### src/rtl/writeback_arbiter.sv
// Register-file write-port arbiter: ALU results win, loads queue in an in-order FIFO
// and drain in ALU-idle cycles. Also flags read hazards against queued/staged writes.
module writeback_arbiter #(
    parameter int DEPTH = 4,
    parameter int XLEN  = 32
) (
    input  logic                       clk,
    input  logic                       reset,
    input  logic                       alu_valid,
    input  logic [4:0]                 alu_rd,
    input  logic [XLEN-1:0]            alu_data,
    input  logic                       ld_valid,
    output logic                       ld_ready,
    input  logic [4:0]                 ld_rd,
    input  logic [XLEN-1:0]            ld_data,
    input  logic [4:0]                 Rs1,
    input  logic [4:0]                 Rs2,
    output logic                       hz1,
    output logic                       hz2,
    output logic                       RegWrite,
    output logic [4:0]                 Rd,
    output logic [XLEN-1:0]            Write_data,
    output logic [$clog2(DEPTH):0]     fifo_count
);

    localparam int PW = $clog2(DEPTH);
    localparam int CW = PW + 1;

    logic [DEPTH-1:0] valid_q, valid_d;
    logic [4:0]       entry_rd_q   [DEPTH];
    logic [4:0]       entry_rd_d   [DEPTH];
    logic [XLEN-1:0]  entry_data_q [DEPTH];
    logic [XLEN-1:0]  entry_data_d [DEPTH];
    logic [PW-1:0]    head_q, head_d, tail_q, tail_d;
    logic [CW-1:0]    count_q, count_d;
    logic             regwrite_q, regwrite_d;
    logic [4:0]       rd_q, rd_d;
    logic [XLEN-1:0]  wdata_q, wdata_d;

    logic push, pop, squash;

    // Depends on registered state only: a pop in a full cycle does not open a slot.
    assign ld_ready = !reset && (count_q < CW'(DEPTH));
    assign push     = ld_valid && ld_ready && (ld_rd != 5'd0);
    assign pop      = !alu_valid && (count_q != '0);
    assign squash   = alu_valid && (alu_rd != 5'd0);

    always_comb begin
        // NOTE: every always_comb output gets a default first so no path leaves a latch.
        valid_d      = valid_q;
        entry_rd_d   = entry_rd_q;
        entry_data_d = entry_data_q;
        head_d       = head_q;
        tail_d       = tail_q;
        count_d      = count_q;
        regwrite_d   = 1'b0;
        rd_d         = rd_q;
        wdata_d      = wdata_q;

        if (alu_valid) begin
            regwrite_d = (alu_rd != 5'd0);
            rd_d       = alu_rd;
            wdata_d    = alu_data;
        end else if (pop) begin
            regwrite_d      = valid_q[head_q];
            rd_d            = entry_rd_q[head_q];
            wdata_d         = entry_data_q[head_q];
            valid_d[head_q] = 1'b0;
            head_d          = head_q + PW'(1);
        end

        // Squash before push so an entry enqueued this cycle is treated as younger.
        if (squash) begin
            for (int i = 0; i < DEPTH; i++) begin
                if (valid_q[i] && (entry_rd_q[i] == alu_rd)) valid_d[i] = 1'b0;
            end
        end

        if (push) begin
            valid_d[tail_q]      = 1'b1;
            entry_rd_d[tail_q]   = ld_rd;
            entry_data_d[tail_q] = ld_data;
            tail_d               = tail_q + PW'(1);
        end

        case ({push, pop})
            2'b10:   count_d = count_q + CW'(1);
            2'b01:   count_d = count_q - CW'(1);
            default: count_d = count_q;
        endcase
    end

    always_comb begin
        hz1 = 1'b0;
        hz2 = 1'b0;
        for (int i = 0; i < DEPTH; i++) begin
            if (valid_q[i] && (entry_rd_q[i] == Rs1)) hz1 = 1'b1;
            if (valid_q[i] && (entry_rd_q[i] == Rs2)) hz2 = 1'b1;
        end
        if (regwrite_q && (rd_q == Rs1)) hz1 = 1'b1;
        if (regwrite_q && (rd_q == Rs2)) hz2 = 1'b1;
        hz1 = hz1 && (Rs1 != 5'd0);
        hz2 = hz2 && (Rs2 != 5'd0);
    end

    always_ff @(posedge clk) begin
        // NOTE: sequential state uses non-blocking assignments so all flops see pre-edge values.
        if (reset) begin
            valid_q    <= '0;
            head_q     <= '0;
            tail_q     <= '0;
            count_q    <= '0;
            regwrite_q <= 1'b0;
            rd_q       <= '0;
            wdata_q    <= '0;
        end else begin
            valid_q    <= valid_d;
            head_q     <= head_d;
            tail_q     <= tail_d;
            count_q    <= count_d;
            regwrite_q <= regwrite_d;
            rd_q       <= rd_d;
            wdata_q    <= wdata_d;
        end
    end

    // NOTE: payload storage is not reset; the valid bits alone decide whether it is used.
    always_ff @(posedge clk) begin
        entry_rd_q   <= entry_rd_d;
        entry_data_q <= entry_data_d;
    end

    assign RegWrite   = regwrite_q;
    assign Rd         = rd_q;
    assign Write_data = wdata_q;
    assign fifo_count = count_q;

endmodule

### config.mk
export PLATFORM = sky130hd
export DESIGN_NAME = writeback_arbiter
export DESIGN_NICKNAME = d
export VERILOG_FILES = /design/src/rtl/writeback_arbiter.sv
export SDC_FILE = /design/constraint.sdc
export NUM_CORES = 1
export LEC_CHECK = 0
export CORE_ASPECT_RATIO = 1.75
export CORE_UTILIZATION = 46
export CTS_CLUSTER_DIAMETER = 80
export DETAILED_ROUTE_END_ITERATION = 8
export PLACE_DENSITY = 0.72
export SYNTH_ARGS = -nofsm -noshare
export SYNTH_HDL_FRONTEND = slang
export SYNTH_SLANG_ARGS = --single-unit
### constraint.sdc
create_clock -name clk -period 3.7 [get_ports clk]
set_clock_uncertainty 0.15 [all_clocks]
set_input_delay 0.74 -clock clk [delete_from_list [all_inputs] [get_ports clk]]
set_output_delay 0.74 -clock clk [all_outputs]
set_load 0.03 [all_outputs]
# Word level (Yosys, flattened, before mapping)
# Index checks and enable logic that the tools add are counted.
# word_totals
regBits	197
inputBits	88
output_inout_bits	44
elab_cells	126
# classes
add_sub_neg	4
order_cmp	8
n_eq_ne	16
mux	43
n_bitwise	6
n_reduce_logical	34
# ops
cell	count
$mux 32	5
$bwmux 128	1
$eq 5x5->1	14
$bmux 32 s2	1
$demux 32 s2	1
$mux 5	5
$logic_and 1x1->1	24
$bwmux 20	1
$reduce_bool 5->1	4
$mux 1	19
$mux 4	4
$bmux 5 s2	1
$demux 5 s2	1
$ge 3x3->1 const B	2
$lt 2x3->1 const B	2
$not 2->3	2
$pmux 3 s2	1
$add 2x1->2 const B	2
$and 4x4->4	1
$demux 1 s2	2
$ge 2x1->1 const B	2
$not 4->4	1
$or 4x4->4	1
$reduce_bool 2->1	2
11 further kinds	12

# Logic depth before layout (Yosys ltp)
# depth
ltp_word	12
depth_mapped	11
ltp_nobuf	10

# Worst setup path after synthesis
# OpenSTA, ideal clock, no wires.
# synth_timing
path_kind	input to register
startpoint	in reset
endpoint	reg entry_data_q[0] in the netlist's numbering (enable)
setup_ns	0.392
arrival_time_ns	2.550
t_required_ns	3.158
slack_ns	0.608
path_stages	6
path_buffers	1
cell_sequence	clkbuf_2 nor2_1 nand2_1 a21oi_2 nand2_1 inv_1
# synth_between
elab_chain_len	4
# synth_rtl
item	line	text
start, declared	8	input logic reset,
$logic_not 1->1	43	assign ld_ready = !reset && (count_q < CW'(DEPTH));
$logic_and 1x1->1	43	
net ld_ready	13	output logic ld_ready,
$logic_and 1x1->1 (2 in series)	44	assign push = ld_valid && ld_ready && (ld_rd != 5'd0);
end signal, assigned	130	entry_data_q <= entry_data_d;
end, declared	32	logic [XLEN-1:0] entry_data_q [DEPTH];
# The timed path passes the listed nets, and every way through them passes these cells.
# A chain may end at the register's enable or synchronous reset.

# Final worst setup path
# layout_timing
startpoint	in Rs2[3]
endpoint	out hz2
# layout_between
elab_chain_len	8
elab_cells_between_ends	17
classes_between	5 x eq/ne; 5 x mux; 7 x reduce/logical
# layout_rtl
item	line	text
start, declared	17	input logic [4:0] Rs2,
$eq 5x5->1	98	if (valid_q[i] && (entry_rd_q[i] == Rs2)) hz2 = 1'b1;
$logic_and 1x1->1	98	
$mux 1 (4 in series)	98	
$mux 1	101	if (regwrite_q && (rd_q == Rs2)) hz2 = 1'b1;
$logic_and 1x1->1 *	103	hz2 = hz2 && (Rs2 != 5'd0);
end, declared	19	output logic hz2,
# Mark *: on every way between the ends. The rest lies on a longest branch, timed or not.

==> flow_metrics.env <==
export IMPL_seqCellArea_um2=5430
export IMPL_grt_max_degree=50
export IMPL_power_frac_seq=0.431
export IMPL_die_area_um2=19500
export IMPL_grt_pass1_vias=5558
export IMPL_synth_net_count=652
export IMPL_finalCriticalPeriod_ns=3.56
export IMPL_boundaryPins=132
export IMPL_h_tree_depth=4
export IMPL_report_final_hold_viol_count=0
export IMPL_combPwrFrac=0.300
export IMPL_synthCells=554
export IMPL_totalWireLength_um=20700
export IMPL_dr_pass1_iters=4
export IMPL_nets=774
export IMPL_drive_above_1_share=0.197
export IMPL_pwr_density_cell_nw_per_um2=607
export IMPL_setup_viol=0
export IMPL_synth_top_area_frac=0.510
export IMPL_seq_area_frac_synth=0.623
export IMPL_grt_overflow_total=0
export IMPL_async_flop_share=0
export IMPL_worst_path_max_fanout=6
export IMPL_first_iter_violations=181
export IMPL_fin_crit_sh=0.962
export IMPL_pwr_share_clk=0.270
export IMPL_yosys_warnings=0
export IMPL_core_um2=18600
export IMPL_clkTransAtPathRegs_ns=0.07
export IMPL_clockRootBuffer="clkbuf_16"
export IMPL_clock_path_buffers=2
export IMPL_slew_violations=0
export IMPL_p_leak_uw=0.00378
export IMPL_dp_cells=895
export IMPL_rsz0062_at_grt="no"
export IMPL_place_gp_congestion=0.870
export IMPL_fill_cells=1489
export IMPL_fmax_ghz=0.281
export IMPL_critPathKind="in2out"
export IMPL_switching_share=0.310
export IMPL_insertedDiodeCount=0
export IMPL_instances_no_fill=927
export IMPL_track_usage=0.226
export IMPL_setup_tns_ns=0
export IMPL_synth_top_area_cell="edfxtp_1"
export IMPL_rows=66
export IMPL_maxCapViolations=0
export IMPL_fp_dieH_um=184
export IMPL_postCtsSetupBuffers=0
export IMPL_synth_edf_count=148
export IMPL_cts_buffers=17
export IMPL_cts_sinks=197
export IMPL_clock_latency_ns=0.43
export IMPL_place_hpwl_um=14700
export IMPL_worstSetupEndpointType="output port"
export IMPL_p_int_uw=4510
export IMPL_wl_per_cell_um=22.3
export IMPL_final_cell_area_um2=10800
export IMPL_critPathLaunchType="primary input"
export IMPL_dpl_cell_area_um2=10200
export IMPL_via_per_inst=5.45
export IMPL_detail_route_antenna_nets=0
export IMPL_max_slew_worst_pin_slew_ns=0.848
export IMPL_syn_avg_cell_area_um2=15.7
export IMPL_place_ws_ns=-0.0274
export IMPL_synth_seq_cells=197
export IMPL_tritoncts="done"
export IMPL_antenna_found_initial=0
export IMPL_status="finished, final reports clean"
export IMPL_hold_worst_slack_ns=0.405
export IMPL_worst_slack_ns=0.142
export IMPL_ir_drop_mv=0.461
export IMPL_switchingPower_uw=2030
export IMPL_maxSlewHeadroom=0.435
export IMPL_synth_flop_cell="edfxtp_1"
export IMPL_cp_arrival_ns=2.67
export IMPL_dieWidth_um=106
export IMPL_yosys_top_cells_area="edfxtp_1, dfxtp_1, mux4_2"
export IMPL_yosys_cell_types_count=33
export IMPL_syn_to_final_growth_pct=23.7
export IMPL_mappedNetlistArea_um2=8710
export IMPL_drc=0
export IMPL_holdCritPathClass="reg2reg"
export IMPL_multi_input_area_um2=3010
export IMPL_cp_required_ns=2.81
export IMPL_initial_core_util=0.469
export IMPL_portBuffers=131
export IMPL_grt_pass1_wl_um=31700
export IMPL_num_vias=5055
## final timing paths
kind | from | to | slack (ns) | depth (start not counted)
max reg2reg | fifo_count[2]$_SDFFE_PP0P_ | fifo_count[2]$_SDFFE_PP0P_ | 1.31 | 8
min reg2reg | tail_q[1]$_SDFFE_PP0P_ | tail_q[1]$_SDFFE_PP0P_ | 0.40 | 2
max | Rs2[3] | hz2 | 0.14 | 7
min | tail_q[1]$_SDFFE_PP0P_ | tail_q[1]$_SDFFE_PP0P_ | 0.40 | 2
## worst max-delay path, cell delays in order
cell and delay, ns:
clkdlybuf4s50_1 0.62, xor2_1 0.25, nor4_2 0.52, nand3_1 0.14, nand2_1 0.11, o22a_1 0.13, buf_4 0.15
## logic make-up (layout without fill, tap and decap cells)
group                      after synthesis  in the layout  share of synthesized area
muxes                                  112            112                      0.189
and+or+nand+nor                         91             91                     0.0481
buffers and inverters                   51            186                     0.0348
AOI/OAI and AO/OA                       19             19                     0.0155
adders and majority gates               10             10                     0.0152
DFF                                    197            197                      0.623
xor gates and xnor gates                74             74                     0.0744
## cells in the final DEF, fill, tap and decap left out, types with 2 or more instances in the layout
master,instances
nand3_1,12
or4_1,6
buf_4,9
buf_12,4
o21ai_0,2
nand2_1,14
clkdlybuf4s50_1,127
o311ai_1,4
nor2_1,44
mux4_2,38
nor4_1,6
mux2_2,37
edfxtp_1,148
inv_6,5
o22a_1,2
clkinv_2,2
xnor2_1,12
nor4_2,4
inv_8,5
ha_1,9
inv_1,8
a21oi_1,8
mux2i_1,37
inv_2,4
clkbuf_16,17
buf_2,2
dfxtp_1,47
xor2_1,62
## power by group through the flow
| stage | logic (µW) | clock network (µW) | registers, µW |
|---|---|---|---|
| after floorplan | 1330 | 0 | 2910 |
| after global placement | 1920 | 0 | 2860 |
| after detailed placement | 1970 | 0 | 2880 |
| after CTS | 1990 | 1810 | 2830 |
| after global routing | 2090 | 1890 | 2860 |
| final | 1960 | 1760 | 2820 |
## sequential cells by signal, summed over array words and instances (netlist names)
register,count
Write_data,32
RegWrite,1
fifo_count,3
entry_rd_q,20
Rd,5
tail_q,2
head_q,2
valid_q,4
entry_data_q,128
## Yosys cell counts (all sizes together) (2+ instances only)
library cell / n
mux4: 38
nor3: 2
dfxtp: 49
inv: 12
mux2: 37
mux2i: 37
xnor2: 12
nand3: 12
ha: 9
o22a: 2
a21oi: 9
o21ai: 3
nand2: 14
edfxtp: 148
buf: 20
or4: 7
clkbuf: 19
xor2: 62
o311ai: 4
nor4: 10
nor2: 45
## layer usage
layer	track usage	vias to the layer above	routed length (µm)
li1	-	2307	-
met4	0.128	0	974
met3	0.0354	43	650
met5	0	-	0
met2	0.434	131	12000
met1	0.227	2574	7080
## timing repair
action                                  in CTS  in global routing
hold buffers                                 0                  0
gates resized for setup                      1                  3
endpoints found under the setup margin       1                  1
## cell type report
class	instances	area share
Multi-Input combinational cell	306	0.279
Clock inverter	14	0.0124
Timing Repair Buffer	142	0.133
Tap cell	238	0.0276
Sequential cell	197	0.504
Inverter	12	0.00418
Clock buffer	18	0.0398
## stage by stage
stage / total power (µW) / util
floorplan: 4240 / -
global placement: 4790 / 0.548
detailed placement: 4850 / 0.548
CTS: 6620 / 0.579
global route: 6840 / 0.580
finish: 6540 / 0.580
Power figures use the tool's default switching activity.
==> RTL change 1, RTL diff (config.mk and constraints unchanged) <==
Make the reset (`reset`) asynchronous in one clocked block.
--- a/src/rtl/writeback_arbiter.sv
+++ b/src/rtl/writeback_arbiter.sv
@@ -104,5 +104,5 @@
     end
 
-    always_ff @(posedge clk) begin
+    always_ff @(posedge clk or posedge reset) begin
         // NOTE: sequential state uses non-blocking assignments so all flops see pre-edge values.
         if (reset) begin
Formal check against the unedited RTL: differs if reset is asserted again (counterexample within 4 cycles, from zero or initial values and one cycle with reset high); with reset held inactive, the same outputs for 4 cycles.
==> RTL change 1 against the unedited design <==
  * Critical endpoint unchanged
  * Sequential share of layout area rose by 2.6 points
  * Count of clock-buffer cells in the layout did not move
  * Register-to-register slack got worse by 0.07 ns
  * Critical path type unchanged
  * Area after synthesis fell by 1.4%
  * Design area fell by 0.69%
  * Worst setup slack got worse by 0.050 ns
  * First-iteration DRC count rose by 13%
  * Sequential cell count did not move
  * Clock power rose by 3%
  * Power rose by 11%
  * Routed wire length fell by 2.6%
==> RTL change 1: results (changes against the unedited design) <==
Data arrival, critical path 2.72 ns (+0.05 ns); power consumed by sequential cells 3130 µW (+11%); Synth Area in Compound Gates 3.43% (+1.9 points); drt first-iter violations 204 (+13%); Post-Route M1 WL 6.94 mm (-2.0%); placed instance area 0.0101 mm² (-0.82%); run status finished clean; post-synthesis sequential area ratio 66.1% (+3.8 points); met3 global-route usage 3.75% (+0.21 points); Register-to-Register Setup Slack 1.24 ns (-0.07 ns); count of unique library cells instantiated by Yosys 29 (-12%); layout net count 758 (-2.1%); slowest cell delay on critical path 0.70 ns (+0.08 ns); leakage power figure 0.00380 µW (+0.72%); multiplexer area fraction after synthesis 13.8% (-5.0 points); depth of the most critical reg-to-reg path 5 (-3); number of filler cells placed in the layout 1422 (-4.5%); min-delay src Write_data[7]; routed via count 4948 (-2.1%); Async SR Flop Fraction 24.9% (+25 points); combined global-route utilization of all metal layers 22.3% (-0.26 points); post-synthesis share of cell area spent on full adders, half adders and majority gates 1.55% (+0.022 points); Net Sw Power 2410 µW (+19%); DPL Wire Length 14.1 mm (-3.7%); Post-Syn Nets 634 (-2.8%); P&R area growth vs syn 24.7%; reg-to-reg endpoint entry_data_q[76]; share of total power in the clock network 25.0% (-2.0 points); Max Freq 277 MHz (-1.4%); area share of xor/xnor cells in the synthesized design 7.66% (+0.21 points); peak supply drop 403 µV (-13%)
## RTL change 1: changes by cell type after synthesis, moves of 9 or more
cell	change
sky130_fd_sc_hd__nor2_1	-40
sky130_fd_sc_hd__dfrtp_1	+49
sky130_fd_sc_hd__xnor2_1	+9
sky130_fd_sc_hd__nand2_1	+29
sky130_fd_sc_hd__o21ai_0	+31
sky130_fd_sc_hd__mux2_2	-37
sky130_fd_sc_hd__dfxtp_1	-49
## RTL change 1: area by class of cell
cell class | instances | area share (%)
Multi-Input combinational cell | 290 | 25.3
Timing Repair Buffer | 140 | 12.9
Clock buffer | 18 | 4.01
Tap cell | 234 | 2.74
Sequential cell | 197 | 53.0
Clock inverter | 14 | 1.52
Inverter | 14 | 0.491
## RTL change 1: through the flow
step	TNS, ns	instances
6_report	0	907
2_1_floorplan	0	536
3_5_place_dp	-0.0510	875
3_3_place_gp	-0.0584	875
4_1_cts	0	907
5_1_grt	0	907
==> RTL change 2, RTL diff (same settings) <==
Made on the original files. Change the parameter `XLEN` from 32 to 64.
--- a/src/rtl/writeback_arbiter.sv
+++ b/src/rtl/writeback_arbiter.sv
@@ -3,5 +3,5 @@
 module writeback_arbiter #(
     parameter int DEPTH = 4,
-    parameter int XLEN  = 32
+    parameter int XLEN  = 64
 ) (
     input  logic                       clk,
Ports: changed (resized Write_data, alu_data and ld_data); port bits go from 132 to 228. The function was not compared with the original's and may differ.
==> RTL change 2 against the unedited design <==
  * Worst setup slack improved by 0.23 ns
  * Design area rose by 71%
  * Sequential cell count rose by 160
  * Power rose by 76%
  * Area after synthesis rose by 69%
  * Via count rose by 61%
  * Non-clock buffer count rose by 105
  * Routed wire length rose by 57%
  * Critical path type unchanged
  * Largest cell class unchanged
  * Largest power group unchanged
  * Highest routed layer is now met5
==> RTL change 2: results (changes against the unedited design) <==
post-synthesis sequential area ratio 67.2% (+4.9 points); Post-Syn Nets 1020 (+56%); number of cells upsized or downsized after cts 0 (-1); layout net count 1245 (+61%); run status finished clean; number of CTS-inserted buffers 31 (+14); count of unique library cells instantiated by Yosys 30 (-9.1%); placer's final routability congestion estimate 0.938 (+7.9%); layout cells sized above 1 19.4% (-0.32 points); EDFF count, synth 276 (+86%); mapped cell area 0.0147 mm² (+69%); Data arrival, critical path 2.44 ns (-0.23 ns); reg-to-reg endpoint Write_data[35]; global-route wire length before repair 48.3 mm (+52%); most used standard cells in the synthesized netlist sky130_fd_sc_hd__edfxtp_1, sky130_fd_sc_hd__dfxtp_1, sky130_fd_sc_hd__nor2_1; worst-case hold slack 0.389 ns (-0.0154 ns); number of flip-flops in the largest register 256 (+100%); hold path cells 3 (+1); met2 WL post-DR 18.4 mm (+53%); dominant cells by area after synthesis sky130_fd_sc_hd__edfxtp_1, sky130_fd_sc_hd__dfxtp_1, sky130_fd_sc_hd__mux4_2; number of global-route vias before repair 8496 (+53%); routed via count 8120 (+61%); top layer used by detailed routing met5; worst setup path startpoint Rs1[3]; largest net degree at the start of global routing 71 (+42%); min-delay src alu_valid; Met3 Wirelength 1.41 mm (+120%); worst skew pair latency 0.56 ns (+0.13 ns); slowest cell delay on critical path 0.58 ns (-0.04 ns); Min-Delay Endpoint RegWrite; capture point of the worst path hz1; Max H-tree Level 1 (-3); combined global-route utilization of all metal layers 20.1% (-2.5 points); Routed Wire Length 32.5 mm (+57%); Clk power 3080 µW (+75%); DPL Wire Length 21.6 mm (+47%); final critical path time including I/O delays and setup 3.33 ns (-0.230 ns); share of total power in the clock network 26.8% (-0.2 points); number of buffers added on ports 227 (+73%); pre-CTS setup slack 0.367 ns (+0.394 ns); drt first-iter violations 400 (+120%); Max FO, Critical Path 6 (unchanged); peak supply drop 558 µV (+21%)
[RTL change 2: changes by cell type in the layout (fill, tap and decap cells not counted), sizes merged, moves of 32 or more]
cell | before | now
dfxtp | 49 | 81
mux4 | 38 | 70
nor2 | 45 | 77
mux2i | 37 | 69
mux2 | 37 | 69
edfxtp | 148 | 276
clkdlybuf4s50 | 127 | 223
[RTL change 2: layout make-up]
class                           count  area share, %
Sequential cell                   357           53.8
Tap cell                          396           2.69
Clock buffer                       42           4.49
Clock inverter                     15          0.706
Antenna cell                        3         0.0408
Inverter                           12          0.326
Multi-Input combinational cell    434           24.4
Timing Repair Buffer              247           13.5
[RTL change 2: through the flow]
step	instance area (µm²)	std cells
floorplan	14800	858
global placement	17500	1446
detailed placement	17500	1446
CTS	18400	1503
global route	18400	1506
finish	18400	1506
[RTL change 2: cells by family after synthesis]
group	share of synthesized area [%]
mux	20.6
flops	67.2
fa+ha+maj	0.900
xor+xnor	4.40
simple gates	3.65
buf+inv	2.33
compound gates	0.866
